--- src/rtl/uart_msg_arbiter.sv ---
// uart_msg_arbiter: round-robin arbiter that streams fixed-slot ROM messages to a UART transmitter.
//
// Each requester i owns a ROM slot of MSG_LEN bytes starting at i*MSG_LEN. Once granted, bytes are
// fetched and handed to the UART one at a time until a 8'h00 terminator is read or MSG_LEN bytes
// have gone out. A grant is never preempted. If the UART fails to acknowledge a start within
// ACK_TIMEOUT cycles the message is abandoned and a sticky error flag is raised.
//
// Ports:
//   clk_i       rising-edge clock
//   rst_i       asynchronous active-high reset
//   req_i       per-requester send request, level-sampled every cycle
//   rom_addr_o  message ROM byte address (cur_id*MSG_LEN + byte index)
//   rom_data_i  ROM byte at rom_addr_o, combinational
//   tx_start_o  one-cycle start pulse to the UART
//   tx_data_o   byte to transmit, held until the next byte is loaded
//   tx_busy_i   UART busy flag
//   done_o      one-cycle pulse on the bit of the requester whose message finished
//   cur_id_o    requester currently granted
//   busy_o      high whenever the arbiter is not idle
//   err_o       sticky acknowledge-timeout flag
module uart_msg_arbiter #(
  parameter int unsigned NUM_REQ     = 4,
  parameter int unsigned MSG_LEN     = 18,
  parameter int unsigned ACK_TIMEOUT = 16,
  localparam int unsigned IW = $clog2(NUM_REQ),
  localparam int unsigned AW = $clog2(NUM_REQ * MSG_LEN)
) (
  input  logic               clk_i,
  input  logic               rst_i,
  input  logic [NUM_REQ-1:0] req_i,
  output logic [AW-1:0]      rom_addr_o,
  input  logic [7:0]         rom_data_i,
  output logic               tx_start_o,
  output logic [7:0]         tx_data_o,
  input  logic               tx_busy_i,
  output logic [NUM_REQ-1:0] done_o,
  output logic [IW-1:0]      cur_id_o,
  output logic               busy_o,
  output logic               err_o
);

  localparam int unsigned BW = (MSG_LEN > 1) ? $clog2(MSG_LEN) : 1;
  localparam int unsigned CW = $clog2(ACK_TIMEOUT + 1);

  typedef enum logic [2:0] {
    StIdle,
    StFetch,
    StStart,
    StWaitAck,
    StWaitDone,
    StDone
  } state_e;

  state_e             state_q, state_d;
  logic [NUM_REQ-1:0] pending_q, pending_d;
  logic [IW-1:0]      last_grant_q, last_grant_d;
  logic [IW-1:0]      cur_id_q, cur_id_d;
  logic [BW-1:0]      byte_idx_q, byte_idx_d;
  logic [CW-1:0]      ack_cnt_q, ack_cnt_d;
  logic [7:0]         tx_data_q, tx_data_d;
  logic               err_q, err_d;

  // Round-robin pick: first pending bit at or after last_grant+1, wrapping. NUM_REQ is a power
  // of two, so the IW-bit sum wraps modulo NUM_REQ for free.
  logic [IW-1:0] rr_idx;
  logic [IW-1:0] grant_id;
  logic          grant_vld;

  always_comb begin
    grant_vld = 1'b0;
    grant_id  = '0;
    rr_idx    = '0;
    for (int unsigned k = 1; k <= NUM_REQ; k++) begin
      rr_idx = last_grant_q + IW'(k);
      if (!grant_vld && pending_q[rr_idx]) begin
        grant_vld = 1'b1;
        grant_id  = rr_idx;
      end
    end
  end

  // State and datapath registers.
  always_ff @(posedge clk_i or posedge rst_i) begin
    if (rst_i) begin
      state_q      <= StIdle;
      pending_q    <= '0;
      last_grant_q <= IW'(NUM_REQ - 1);
      cur_id_q     <= '0;
      byte_idx_q   <= '0;
      ack_cnt_q    <= '0;
      tx_data_q    <= 8'h00;
      err_q        <= 1'b0;
    end else begin
      state_q      <= state_d;
      pending_q    <= pending_d;
      last_grant_q <= last_grant_d;
      cur_id_q     <= cur_id_d;
      byte_idx_q   <= byte_idx_d;
      ack_cnt_q    <= ack_cnt_d;
      tx_data_q    <= tx_data_d;
      err_q        <= err_d;
    end
  end

  // Next-state logic.
  always_comb begin
    state_d      = state_q;
    last_grant_d = last_grant_q;
    cur_id_d     = cur_id_q;
    byte_idx_d   = byte_idx_q;
    ack_cnt_d    = ack_cnt_q;
    tx_data_d    = tx_data_q;
    err_d        = err_q;

    // Completion clears the finished requester, but a request in the same cycle re-arms it.
    pending_d = pending_q;
    if (state_q == StDone) begin
      pending_d[cur_id_q] = 1'b0;
    end
    pending_d = pending_d | req_i;

    case (state_q)
      StIdle: begin
        if (grant_vld) begin
          cur_id_d   = grant_id;
          byte_idx_d = '0;
          state_d    = StFetch;
        end
      end
      StFetch: begin
        if (rom_data_i == 8'h00) begin
          state_d = StDone;
        end else if (!tx_busy_i) begin
          tx_data_d = rom_data_i;
          state_d   = StStart;
        end
      end
      StStart: begin
        ack_cnt_d = '0;
        state_d   = StWaitAck;
      end
      StWaitAck: begin
        if (tx_busy_i) begin
          state_d = StWaitDone;
        end else if (ack_cnt_q == CW'(ACK_TIMEOUT - 1)) begin
          // The UART never took the byte: abandon the rest of the message.
          err_d   = 1'b1;
          state_d = StDone;
        end else begin
          ack_cnt_d = ack_cnt_q + CW'(1);
        end
      end
      StWaitDone: begin
        if (!tx_busy_i) begin
          if (byte_idx_q == BW'(MSG_LEN - 1)) begin
            state_d = StDone;
          end else begin
            byte_idx_d = byte_idx_q + BW'(1);
            state_d    = StFetch;
          end
        end
      end
      StDone: begin
        last_grant_d = cur_id_q;
        state_d      = StIdle;
      end
      default: begin
        state_d = StIdle;
      end
    endcase
  end

  // Outputs.
  always_comb begin
    tx_start_o = (state_q == StStart);
    busy_o     = (state_q != StIdle);
    done_o     = '0;
    if (state_q == StDone) begin
      done_o[cur_id_q] = 1'b1;
    end
  end

  assign rom_addr_o = AW'(cur_id_q) * AW'(MSG_LEN) + AW'(byte_idx_q);
  assign tx_data_o  = tx_data_q;
  assign cur_id_o   = cur_id_q;
  assign err_o      = err_q;

endmodule

--- config.mk ---
export PLATFORM = sky130hd
export DESIGN_NAME = uart_msg_arbiter
export DESIGN_NICKNAME = d
export VERILOG_FILES = /design/src/rtl/uart_msg_arbiter.sv
export SDC_FILE = /design/constraint.sdc
export NUM_CORES = 1
export LEC_CHECK = 0
export ABC_CLOCK_PERIOD_IN_PS = 1600
export CORE_ASPECT_RATIO = 1.25
export CORE_MARGIN = 4
export CORE_UTILIZATION = 45
export DETAILED_ROUTE_END_ITERATION = 12
export PLACE_DENSITY = 0.75
export REMOVE_ABC_BUFFERS = 1
export SYNTH_ARGS = -nofsm -noshare
export SYNTH_HDL_FRONTEND = slang
export SYNTH_SLANG_ARGS = --single-unit
--- constraint.sdc ---
create_clock -name clk_i -period 1.6 [get_ports clk_i]
set_input_delay 0.32 -clock clk_i [delete_from_list [all_inputs] [get_ports clk_i]]
set_output_delay 0.32 -clock clk_i [all_outputs]
set_load 0.1 [all_outputs]
Word level (Yosys, flattened, before mapping)
Index checks and enable logic that the tools add are counted.
{"block": "classes", "multipliers": 1, "n_eq_ne": 14, "n_reduce_logical": 18, "muxes": 35, "n_lt_le_gt_ge": 6, "bitwise": 5, "add_sub_neg": 6}
{"op": "$mux 5", "count": 5}
{"op": "$mux 3", "count": 7}
{"op": "$pmux 5 s2", "count": 2}
{"op": "$lt 2x3->1 const B", "count": 5}
{"op": "$pmux 3 s5", "count": 1}
{"op": "$add 5x1->5 const B", "count": 2}
{"op": "$ne 2x2->1 const B", "count": 5}
{"op": "$mux 1", "count": 9}
{"op": "$reduce_and 3->1", "count": 3}
{"op": "$bmux 1 s2", "count": 4}
{"op": "$logic_not 8->1", "count": 1}
{"op": "$mux 2", "count": 4}
{"op": "$mux 4", "count": 2}
{"op": "$reduce_and 4->1", "count": 2}
{"op": "$add 7x5->7", "count": 1}
{"op": "$eq 3x2->1 const B", "count": 2}
{"op": "$eq 3x3->1 const B", "count": 2}
{"op": "$mul 2x4->6 const B", "count": 1}
{"op": "$ne 3x3->1 const B", "count": 2}
{"op": "$eq 5x4->1 const B", "count": 1}
{"op": "$eq 5x5->1 const B", "count": 1}
{"op": "$add 2x2->2 const B", "count": 2}
{"op": "$and 4x4->4", "count": 1}
{"op": "$logic_and 1x1->1", "count": 4}
{"op": "other kinds (12)", "count": 16}
{"block": "totals", "output_inout_bits": 24, "register_bits": 30, "wordCells": 93, "inputBits": 15}

Logic depth before layout (Yosys ltp)
{"block": "logic_depth", "word_depth": 15, "mapped_depth": 7, "ltp_nobuf": 7}

Worst setup path before layout
Ideal clock, no wire load.
{"block": "synth_path", "kind": "register to output", "start": "register cur_id_q[0] (netlist: cur_id_o[0])", "end": "output port rom_addr_o[5]", "required_ns": 1.280, "stages_incl_launch_ff": 7, "path_buffers": 0, "arrival_time_ns": 3.470, "setup_slack_ns": -2.190, "cell_sequence": "dfrtp_1 > ha_1 > inv_1 > fa_1 > inv_1 > a31oi_1 > xnor2_1"}
{"block": "synth_via", "elab_chain_cells": 2}
{"element": "from (decl)", "line_no": "57", "source": "logic [IW-1:0] cur_id_q, cur_id_d;"}
{"element": "from (signal assigned)", "line_no": "97", "source": "cur_id_q <= cur_id_d;"}
{"element": "$mul 2x4->6", "line_no": "183", "source": "assign rom_addr_o = AW'(cur_id_q) * AW'(MSG_LEN) + AW'(byte_idx_q);"}
{"element": "$add 7x5->7", "line_no": "183"}
{"element": "to (decl)", "line_no": "31", "source": "output logic [AW-1:0] rom_addr_o,"}
Every way passes these cells.

Final worst setup path
Ends and elaborated chain as after synthesis.

==> impl_metrics.toml <==
[timing]
slew_violations = 0
relSlewSlack = 0.7088
worst_pin_slew_ns = 0.4364
worst_slack_ns = -0.6186
rsz0062_at_grt = "true"
skew_ns = 0.01015
setup_violations = 27
fmax_ghz = 0.4507
min_period_ns = 2.219
hold_viol_final = 0
min_period_over_period = 1.387
fin_hold_ws_ns = 0.3462

[floorplanning]
initial_core_util = 0.4684
ios = 39
die-area_um2 = 5014
die_w_um = 64.14
die_h_um = 78.18
num_rows = 25
core_um2 = 3785

[drt]
route.detailed.drc = 0
vias_per_cell = 5.719
ant_nets = 0
vias = 1790
dr.first_iter.drc_count = 129
wl_um = 6294
wl_per_cell_um = 20.11
drt_pass1_iterations = 4

[global_routing]
grtUsageTotal = 0.2428
grt_pass1_vias = 1909
antenna_found_initial = 0
grt_pass1_wl_um = 9363
grt_start_max_net_pins = 13
grt_overflow = 0

[setup_path]
cp_max_fo = 2
path_cells = "ha_2, inv_2, fa_2, inv_1, a31oi_1, xnor2_1, bufbuf_16"
cp-end-kind = "output pin"
crit_arrival_ns = 1.90
crit_path_start_kind = "register"
crit_path_max_incr_delay_ns = 0.37
path_buf_inv = 3
slowest_stage = "dfrtp_1"
critPathTopFamily = "adder cells"
worstPathRequired_ns = 1.28
path_class = "register to output pin"

[flow_run]
max_cap_viol_count = 0

[pwr]
pwr-share-comb = 0.678
p_switching_mw = 3.184
vdd_drop_max_mv = 1.769
switching_share = 0.4883
power.share.clock = 0.123
intPower_mw = 3.337
pwr-share-seq = 0.199
p_total_mw = 6.521
leakage_nw = 1.441
powerDensity_nw_per_um2 = 2033

[clocking]
numCtsBuffers = 5
clk_pin_slew_ns = 0.07
h-tree-depth = 2
cts_buffer_depth = 2
cts-root-buf = "clkbuf_8"
cts_tree = "yes"
clk_latency_ns = 0.29
clkSinkCount = 30

[logic_synthesis]
postSynth.asyncResetShare = 1.000
ys_ff_latch = 30
post_synth_num_cell_types = 53
synthTopCellsByArea = "dfrtp_1 (40%), ha_1 (4.9%), inv_1 (3.8%)"
yosysTopAreaCell = "dfrtp_1"
syn_area_per_cell_um2 = 10.25
syn_inst = 173
synthDominantCellAreaShare = 0.3952
synth-main-ff-cell = "dfrtp_1"
synth.cell_area_um2 = 1773
yosysWarnings = 0
synth_edf_count = 0
ys_seq_area_frac = 0.4248

[finish]
drive_above_1_share = 0.5444
fillers = 175
nNetsFinal = 281
n_antenna_cell = 0
utilization = 0.8476
syn_to_final_growth_pct = 80.95
register_area_um2 = 757.0
multi_input_comb_area_um2 = 1134

[placed_design]
place.detailed.hpwl_um = 3546
io_buffer_count = 38
gp_congestion = 0.8602

[outcome]
status = "finished, violations left"
violations = "setup timing"

[hold_path]
hp-class = "input port to async pin"
==> routing by layer <==
layer	part of all wire	track usage	wire length, µm
met4	0.051	0.1078	319
met2	0.55	0.4623	3465
met5	0	0	0
met1	0.34	0.2427	2169
met3	0.054	0.06152	338
==> power groups by stage <==
stage / clock (mW) / combinational [mW] / sequential [mW]
floorplan: 0 / 1.28 / 2.19
global placement: 0 / 3.63 / 1.25
detailed placement: 0 / 3.72 / 1.27
CTS: 0.799 / 4.14 / 1.26
global route: 0.853 / 4.56 / 1.32
finish: 0.800 / 4.42 / 1.30
==> final timing paths <==
kind	cells after the start	slack [ns]	startpoint	end
worst max-delay path	7	-0.62	cur_id_o[0]$_DFFE_PP0P_	rom_addr_o[5]
worst min-delay path	2	0.35	rst_i	tx_data_o[6]$_DFFE_PP0P_
worst max register to register	11	-0.36	byte_idx_q[1]$_DFFE_PP0P_	byte_idx_q[3]$_DFFE_PP0P_
worst min register to register	2	0.52	last_grant_q[1]$_DFFE_PP1N_	last_grant_q[1]$_DFFE_PP1N_
max in group asynchronous	3	0.72	rst_i	ack_cnt_q[1]$_DFFE_PP0P_
min in group clk_i	2	0.52	last_grant_q[1]$_DFFE_PP1N_	last_grant_q[1]$_DFFE_PP1N_
==> cells in the mapped netlist (2+ instances only) <==
master,count
and4bb_2,2
dfstp_2,2
buf_4,3
o31ai_2,3
a21o_1,2
nand2_1,10
nand2b_1,3
ha_1,7
nor2_1,9
dfrtp_1,28
nor4_2,2
nand3_1,8
xor2_1,2
o21bai_1,3
o21ai_1,2
nor3b_1,3
buf_6,2
inv_1,18
mux2_1,3
o21ai_0,7
o221ai_1,2
and3_1,4
clkbuf_1,3
a31oi_1,5
xnor2_1,4
mux2_2,5
a21oi_1,5
==> state kept, by name, summed over array words and instances (netlist names) <==
signal	cells
ack_cnt_q	5
byte_idx_q	5
cur_id_o	2
err_o	1
last_grant_q	2
pending_q	4
state_q	3
tx_data_o	8
==> cell type report <==
class | count | share of cell area
well taps | 54 | 0.02106
flip-flops and latches | 30 | 0.2360
inverters | 18 | 0.02340
repair buffers | 87 | 0.3300
multi-input cells | 116 | 0.3534
clock inverters | 1 | 0.009360
clock buffers | 7 | 0.02691
==> timing repair <==
| item | in CTS | in global routing |
|---|---|---|
| setup buffers | 18 | 4 |
| pin swaps | 15 | 10 |
| gates cloned | 0 | 0 |
| hold buffers | 0 | 0 |
| gates resized for setup | 49 | 25 |
| endpoints found under the setup margin | 27 | 31 |
==> cells by family after synthesis <==
| family | after synthesis | synth area share |
|---|---|---|
| AND/OR/NAND/NOR | 54 | 0.1990 |
| AO/OA/AOI/OAI | 39 | 0.1574 |
| flip-flops | 30 | 0.4248 |
| buffers and inverters | 27 | 0.07198 |
| multiplexers | 9 | 0.05645 |
| adder cells (fa/ha/maj) | 8 | 0.06069 |
| XOR/XNOR | 6 | 0.02964 |
==> through the flow <==
| step | setup WS [ns] | TNS, ns | cells | cell area (µm²) |
|---|---|---|---|---|
| floorplan | -2.196 | -19.18 | 164 | 1713 |
| detailed placement | -0.3250 | -4.851 | 284 | 2611 |
| CTS | -0.5492 | -3.936 | 309 | 3075 |
| global placement | -0.2496 | -3.505 | 284 | 2611 |
| finish | -0.6186 | -5.752 | 313 | 3208 |
| global route | -0.7187 | -7.032 | 313 | 3208 |
==> layout by cell type (no fill, tap or decap), types with 4 or more instances in the layout <==
cell,Yosys,routed
dfrtp_1,28,25
mux2_4,0,8
nand2_1,10,8
clkdlybuf4s50_1,0,14
a31oi_1,5,4
clkbuf_8,0,6
buf_6,2,12
buf_4,3,36
ha_4,0,4
o21ai_0,7,5
a21oi_1,5,5
inv_1,18,11
inv_2,0,4
nor2_1,9,7
buf_12,0,24
nand3_1,8,4
No activity file was read; power rests on OpenSTA's default activity.
